File: src/rtl/sha256_msg_schedule.sv
// sha256_msg_schedule
//   Message-schedule stage feeding the SHA-256 round core. A 512-bit padded
//   block arrives as 16 big-endian 32-bit words on a valid/ready stream.
//   W0..W15 are passed straight through as they are accepted. W16..W63 are
//   expanded in place from a 16-word sliding window. Each issued round
//   presents Wt, Kt and a round enable one cycle after it is produced.
//
// Ports
//   clk          : clock, all logic on the rising edge
//   rst          : synchronous active-high reset, overrides everything
//   word_i       : incoming message word (W0 first, most significant word)
//   word_valid_i : word_i is valid
//   word_ready_o : block accepts word_i this cycle (combinational)
//   stall_i      : downstream back-pressure, freezes the schedule
//   Wt_o         : schedule word for the round on round_o
//   Kt_o         : round constant K[round_o]
//   en_o         : round enable; Wt_o/Kt_o/round_o valid when high
//   round_o      : index of the round presented on Wt_o
//   done_o       : one-cycle pulse in the idle cycle after round 63
module sha256_msg_schedule #(
  // Only the FIPS-180-4 values (64 rounds, 16 words) are meaningful.
  parameter int NUM_ROUNDS      = 64,
  parameter int WORDS_PER_BLOCK = 16
) (
  input  logic        clk,
  input  logic        rst,
  input  logic [31:0] word_i,
  input  logic        word_valid_i,
  output logic        word_ready_o,
  input  logic        stall_i,
  output logic [31:0] Wt_o,
  output logic [31:0] Kt_o,
  output logic        en_o,
  output logic [5:0]  round_o,
  output logic        done_o
);

  localparam logic [5:0] LAST_LOAD  = 6'(WORDS_PER_BLOCK - 1);
  localparam logic [5:0] LAST_ROUND = 6'(NUM_ROUNDS - 1);

  // Round constants: first 32 bits of the fractional parts of the cube
  // roots of the first 64 primes.
  localparam logic [31:0] K_TAB [0:63] = '{
    32'h428a2f98, 32'h71374491, 32'hb5c0fbcf, 32'he9b5dba5,
    32'h3956c25b, 32'h59f111f1, 32'h923f82a4, 32'hab1c5ed5,
    32'hd807aa98, 32'h12835b01, 32'h243185be, 32'h550c7dc3,
    32'h72be5d74, 32'h80deb1fe, 32'h9bdc06a7, 32'hc19bf174,
    32'he49b69c1, 32'hefbe4786, 32'h0fc19dc6, 32'h240ca1cc,
    32'h2de92c6f, 32'h4a7484aa, 32'h5cb0a9dc, 32'h76f988da,
    32'h983e5152, 32'ha831c66d, 32'hb00327c8, 32'hbf597fc7,
    32'hc6e00bf3, 32'hd5a79147, 32'h06ca6351, 32'h14292967,
    32'h27b70a85, 32'h2e1b2138, 32'h4d2c6dfc, 32'h53380d13,
    32'h650a7354, 32'h766a0abb, 32'h81c2c92e, 32'h92722c85,
    32'ha2bfe8a1, 32'ha81a664b, 32'hc24b8b70, 32'hc76c51a3,
    32'hd192e819, 32'hd6990624, 32'hf40e3585, 32'h106aa070,
    32'h19a4c116, 32'h1e376c08, 32'h2748774c, 32'h34b0bcb5,
    32'h391c0cb3, 32'h4ed8aa4a, 32'h5b9cca4f, 32'h682e6ff3,
    32'h748f82ee, 32'h78a5636f, 32'h84c87814, 32'h8cc70208,
    32'h90befffa, 32'ha4506ceb, 32'hbef9a3f7, 32'hc67178f2
  };

  typedef enum logic [1:0] {
    LOAD   = 2'd0,
    EXPAND = 2'd1,
    DONE   = 2'd2
  } state_t;

  state_t      state_reg, state_next;
  logic [5:0]  cnt_reg, cnt_next;
  logic [31:0] w_reg  [WORDS_PER_BLOCK];
  logic [31:0] w_next [WORDS_PER_BLOCK];

  logic [31:0] wt_reg, wt_next;
  logic [31:0] kt_reg, kt_next;
  logic [5:0]  round_reg, round_next;
  logic        en_reg, en_next;
  logic        done_reg, done_next;

  logic        accept;
  logic        issue_exp;
  logic        issue;
  logic [31:0] expanded;
  logic [31:0] new_word;

  function automatic logic [31:0] small_sigma0(input logic [31:0] x);
    return {x[6:0], x[31:7]} ^ {x[17:0], x[31:18]} ^ (x >> 3);
  endfunction

  function automatic logic [31:0] small_sigma1(input logic [31:0] x);
    return {x[16:0], x[31:17]} ^ {x[18:0], x[31:19]} ^ (x >> 10);
  endfunction

  // Handshake and issue qualifiers. rst is folded into ready so that the
  // upstream never sees a ready while the block is being cleared.
  assign word_ready_o = (state_reg == LOAD) & ~stall_i & ~rst;
  assign accept       = (state_reg == LOAD) & word_valid_i & ~stall_i;
  assign issue_exp    = (state_reg == EXPAND) & ~stall_i;
  assign issue        = accept | issue_exp;

  // w[0] is W[t-16], w[1] is W[t-15], w[9] is W[t-7], w[14] is W[t-2].
  // Addition wraps at 32 bits.
  assign expanded = small_sigma1(w_reg[14]) + w_reg[9]
                  + small_sigma0(w_reg[1]) + w_reg[0];

  assign new_word = (state_reg == LOAD) ? word_i : expanded;

  // Sliding window: every issued round (loaded or expanded) shifts one slot.
  genvar gi;
  generate
    for (gi = 0; gi < WORDS_PER_BLOCK; gi++) begin : g_win
      if (gi == WORDS_PER_BLOCK - 1) begin : g_tail
        assign w_next[gi] = issue ? new_word : w_reg[gi];
      end else begin : g_body
        assign w_next[gi] = issue ? w_reg[gi+1] : w_reg[gi];
      end
    end
  endgenerate

  always_ff @(posedge clk) begin
    for (int i = 0; i < WORDS_PER_BLOCK; i++) begin
      w_reg[i] <= rst ? 32'd0 : w_next[i];
    end
  end

  // State register
  always_ff @(posedge clk) begin
    if (rst) begin
      state_reg <= LOAD;
    end else begin
      state_reg <= state_next;
    end
  end

  // Next-state logic
  always_comb begin
    state_next = state_reg;
    case (state_reg)
      LOAD:    if (accept && cnt_reg == LAST_LOAD)     state_next = EXPAND;
      EXPAND:  if (issue_exp && cnt_reg == LAST_ROUND) state_next = DONE;
      DONE:    state_next = LOAD;
      default: state_next = LOAD;
    endcase
  end

  // Output / datapath next values. Without an issue, en drops and the
  // presented word, constant and round index hold.
  always_comb begin
    wt_next    = wt_reg;
    kt_next    = kt_reg;
    round_next = round_reg;
    en_next    = 1'b0;
    done_next  = 1'b0;
    cnt_next   = cnt_reg;
    if (issue) begin
      wt_next    = new_word;
      kt_next    = K_TAB[cnt_reg];
      round_next = cnt_reg;
      en_next    = 1'b1;
      // The counter parks on the last round; DONE clears it, so it never
      // relies on a natural 6-bit wrap.
      cnt_next   = (cnt_reg == LAST_ROUND) ? cnt_reg : cnt_reg + 6'd1;
    end
    if (state_reg == DONE) begin
      done_next = 1'b1;
      cnt_next  = 6'd0;
    end
  end

  always_ff @(posedge clk) begin
    if (rst) begin
      cnt_reg   <= 6'd0;
      wt_reg    <= 32'd0;
      kt_reg    <= 32'd0;
      round_reg <= 6'd0;
      en_reg    <= 1'b0;
      done_reg  <= 1'b0;
    end else begin
      cnt_reg   <= cnt_next;
      wt_reg    <= wt_next;
      kt_reg    <= kt_next;
      round_reg <= round_next;
      en_reg    <= en_next;
      done_reg  <= done_next;
    end
  end

  assign Wt_o    = wt_reg;
  assign Kt_o    = kt_reg;
  assign round_o = round_reg;
  assign en_o    = en_reg;
  assign done_o  = done_reg;

endmodule
File: config.mk
export PLATFORM = sky130hd
export DESIGN_NAME = sha256_msg_schedule
export DESIGN_NICKNAME = d
export VERILOG_FILES = /design/src/rtl/sha256_msg_schedule.sv
export SDC_FILE = /design/constraint.sdc
export NUM_CORES = 1
export LEC_CHECK = 0
export CAP_MARGIN = 25
export CORE_ASPECT_RATIO = 0.6
export CORE_UTILIZATION = 50
export CTS_CLUSTER_SIZE = 8
export DETAILED_ROUTE_END_ITERATION = 7
export PLACE_DENSITY_LB_ADDON = 0.15
export SETUP_SLACK_MARGIN = 0.15
export SYNTH_ARGS = -nofsm -noshare
export SYNTH_HDL_FRONTEND = slang
export SYNTH_SLANG_ARGS = --single-unit
File: constraint.sdc
create_clock -name clk -period 3.7 [get_ports clk]
set_input_delay 0.74 -clock clk [delete_from_list [all_inputs] [get_ports clk]]
set_output_delay 0.74 -clock clk [all_outputs]
set_load 0.05 [all_outputs]
==> summary.txt <==
Placed design
  – DP Area: 29800 um2
  – Placed insts: 4303
  – Final RePlAce weighted congestion: 1.08
  – DP HPWL: 70200 um
  – IO buf count: 108
  – Pre-CTS setup slack: -0.356 ns

Critical path
  – Worst Path Buf+Inv: 4
  – Setup crit end kind: flip-flop
  – R2r setup slk: -0.26 ns
  – Slowest stage delay, CP: 0.41 ns
  – Family with the most delay on the worst path: adder cells
  – Crit Path Category: flip-flop to flip-flop
  – Max stage delay cell, worst path: fa_1
  – Crit path launch: w_reg[1][210]$_SDFFE_PP0P_
  – R2R cell count: 18
  – Critical Path Stages: 18
  – Crit path DAT: 4.43 ns
  – CP Launch Type: flip-flop
  – FF-to-FF End: Wt_o[19]$_SDFFE_PP0P_
  – Critical path, cell by cell: xnor2_4 -> xnor2_2 -> buf_4 -> fa_1 -> inv_2 -> fa_1 -> inv_1 -> ha_2 -> inv_2 -> fa_2 -> and2b_2 -> o2111ai_4 -> nand3_4 -> a21oi_4 -> o31ai_2 -> a21oi_2 -> xor2_1 -> o22ai_1
  – Max FO, Critical Path: 4
  – CP required: 4.18 ns
  – Setup crit end: Wt_o[19]$_SDFFE_PP0P_
  – R2R Path Start: w_reg[1][210]$_SDFFE_PP0P_

STA
  – Final hold vios: 0
  – Pins over their slew limit: 0
  – RSZ-0062 raised after global routing: true
  – Fmax: 253 MHz
  – Skew final: 0.0302 ns
  – Final setup viols: 24
  – Final period utilization: 1.07
  – Hold slack: 0.429 ns
  – Worst Slack Setup Final: -0.256 ns
  – Min cycle time layout: 3.96 ns
  – Worst Tran Pin Value: 1.14 ns
  – Slew HR: 0.242

Die
  – Die area: 55200 um2
  – Chip Width: 303 um
  – Initial Util: 0.511
  – Die height: 182 um
  – # IOs: 109
  – # rows: 65
  – CORE AREA: 53000 um2

Layout
  – Share of cells above drive strength 1: 0.122
  – Synthesis-to-layout area growth: 20.1%
  – Max reg flops: 480
  – Final #Nets: 3838
  – Final core utilization: 0.614
  – Non-filler instance count after layout: 4405
  – # fillers: 4665
  – Design area: 32600 um2
  – Ant diodes: 0

Synthesis
  – Fraction of the yosys area taken by sequential cells: 0.413
  – Synthesized net count: 3746
  – EDFF count, synth: 0
  – Yosys cell types: 78
  – Most common flop cell mapped by yosys: dfxtp_1
  – Mapped Cells: 3600
  – Avg Synthesized Cell Area: 7.53 um2
  – Flops & latches, synth: 560
  – Yosys warns: 0
  – Post-Syn Area: 27100 um2
  – Share of flip-flops with an asynchronous set or reset: 0

Power and ir drop
  – PD cells: 434 nW/um2
  – Worst VDD drop: 0.000340 V
  – Combinational Power Share: 0.099
  – Leakage: 11.7 nW
  – Net Sw Power: 0.00369 W
  – Clock share of power: 0.466
  – Internal Power: 0.0104 W
  – Register share of total power: 0.435
  – Switching share of power: 0.261

Drt
  – Vias: 25500
  – Final antenna-violating net count: 0
  – # DRC: 0
  – TritonRoute pass-1 iters: 6
  – Routed wire length: 97000 um
  – DR WL/cell: 22.0 um
  – Vias per inst: 5.78
  – DR iter-0 viols: 3152

Global routing
  – GRT Overall Usage: 0.348
  – Antenna violations before repair: 1
  – GRT Residual Overflow: 0
  – GRT met3 Usage: 0.156
  – Global routing's busiest layer: met1
  – Number of global-route vias before repair: 23900
  – Largest net degree at the start of global routing: 221
  – GR Util met1: 0.530
  – Grt met2 use: 0.440
  – First-pass GRT wire length: 145000 um

Clock tree
  – Reg clk slew, reported paths: 0.06 ns
  – Root buffer cell: clkbuf_16
  – H-tree levels: 3
  – Max clock buf depth: 3
  – Clock Sinks: 560
  – CTS tree: done
  – CTS buffer count: 80
  – Clk_lat worst skew: 0.63 ns
  – Hold_buf cts: 0

Run status
  – Status: complete, but fails checks
  – Failing checks: setup timing

Flow run
  – Max-Cap Viols: 0

Hold path
  – HP Class: flip-flop to flip-flop
[cell usage in the layout, fill, tap and decap left out, types with 15 or more instances in the layout]
cell                n
nand2_1          1089
a21oi_1           588
dfxtp_1           543
buf_4             221
inv_1             147
nor2_1            127
clkdlybuf4s50_1   106
xnor2_1           103
clkbuf_16          81
o21ai_0            78
fa_1               60
a211oi_1           46
ha_1               42
nor3_1             40
o211ai_1           28
xor2_1             23
nand3_1            23
o21ai_1            22
buf_12             21
a311oi_1           17
xnor2_2            16
a21o_1             15
a22oi_1            15
[what timing repair did]
action                                  in CTS  in global routing
buffers inserted                             9                  1
endpoints found under the setup margin      26                 27
pin swaps                                   49                 22
gates resized for setup                     91                 23
hold endpoints to repair                     0                  0
[area by class of cell]
type / instances / area, um2 / share of cell area
Clock buffer: 85 / 2050 / 0.0630
Clock inverter: 7 / 130 / 0.00400
Inverter: 154 / 578 / 0.0178
Multi-Input combinational cell: 2536 / 14400 / 0.442
Sequential cell: 560 / 11200 / 0.345
Tap cell: 703 / 880 / 0.0270
Timing Repair Buffer: 360 / 3280 / 0.101
[through the flow]
step,total power (W),setup TNS [ns]
2_1_floorplan,0.00705,-0.0228
3_3_place_gp,0.00759,-4.73
3_5_place_dp,0.00759,-4.17
4_1_cts,0.0142,-1.89
5_1_grt,0.0146,-6.11
6_report,0.0141,-3.50
[power groups by stage]
stage | Combinational (W) | Sequential, W | Clock, W
final | 0.00140 | 0.00615 | 0.00658
after global routing | 0.00147 | 0.00614 | 0.00695
after floorplan | 0.000743 | 0.00631 | 0
after CTS | 0.00135 | 0.00615 | 0.00668
after detailed placement | 0.00132 | 0.00627 | 0
after global placement | 0.00132 | 0.00627 | 0
[worst min-delay path, stage by stage (launching register included)]
cell and delay (ns):
dfxtp_1 0.30, nand2_1 0.05, a21oi_1 0.05
[cell usage after synthesis (all sizes together), types with 3 or more instances]
cell type	number	share of area
a21boi	4	0.0011
and3	7	0.0016
o2111ai	4	0.0013
o21a	4	0.0011
a221oi	6	0.0019
a21oi	605	0.11
ha	48	0.022
o211ai	28	0.0078
a211oi	48	0.013
nand2	1091	0.15
nor4	6	0.0016
o22ai	8	0.0018
o221ai	5	0.0016
and2	3	0.00069
buf	82	0.017
o31ai	6	0.0024
clkbuf	268	0.037
dfxtp	560	0.41
or3	3	0.00069
a311oi	17	0.0055
nand3b	3	0.00083
a31oi	15	0.0035
inv	151	0.021
nor2	130	0.018
mux2i	9	0.0033
nand4	5	0.0012
or2	5	0.0012
nor3b	5	0.0014
fa	62	0.046
o21bai	3	0.00083
nand2b	9	0.0021
a21o	16	0.0044
xor2	23	0.0074
o311ai	9	0.0032
a22oi	15	0.0042
clkinv	3	0.00042
nor2b	9	0.0021
o21ai	106	0.020
a211o	3	0.00097
nand3	25	0.0048
xnor2	122	0.039
nor3	40	0.0074
[how the worst min path moves through the flow]
stage | startpoint | to | slack [ns] | depth (start not counted)
after floorplan | w_reg[0][132]$_SDFFE_PP0P_ | w_reg[0][100]$_SDFFE_PP0P_ | 0.43 | 2
after global placement | w_reg[0][243]$_SDFFE_PP0P_ | w_reg[0][211]$_SDFFE_PP0P_ | 0.44 | 2
after detailed placement | w_reg[1][183]$_SDFFE_PP0P_ | w_reg[1][151]$_SDFFE_PP0P_ | 0.44 | 2
after CTS | w_reg[0][165]$_SDFFE_PP0P_ | w_reg[0][133]$_SDFFE_PP0P_ | 0.43 | 2
after global routing | w_reg[1][75]$_SDFFE_PP0P_ | w_reg[1][43]$_SDFFE_PP0P_ | 0.45 | 2
final | w_reg[0][165]$_SDFFE_PP0P_ | w_reg[0][133]$_SDFFE_PP0P_ | 0.43 | 2
[metal layers]
layer / up-vias / wire length [um]
met5: - / 0
met2: 1034 / 36500
met4: 0 / 1250
met1: 12400 / 46500
li1: 11900 / -
met3: 88 / 12700
[logic make-up after synthesis]
group / Yosys count / share of synthesized area
and+or+nand+nor: 1348 / 0.197
AOI/OAI and AO/OA: 922 / 0.195
DFF: 560 / 0.413
buffers and inverters: 504 / 0.0754
xor gates and xnor gates: 145 / 0.0468
adders and majority gates: 110 / 0.0679
muxes: 11 / 0.00498
Note: power is estimated with default switching activity, not from simulation.
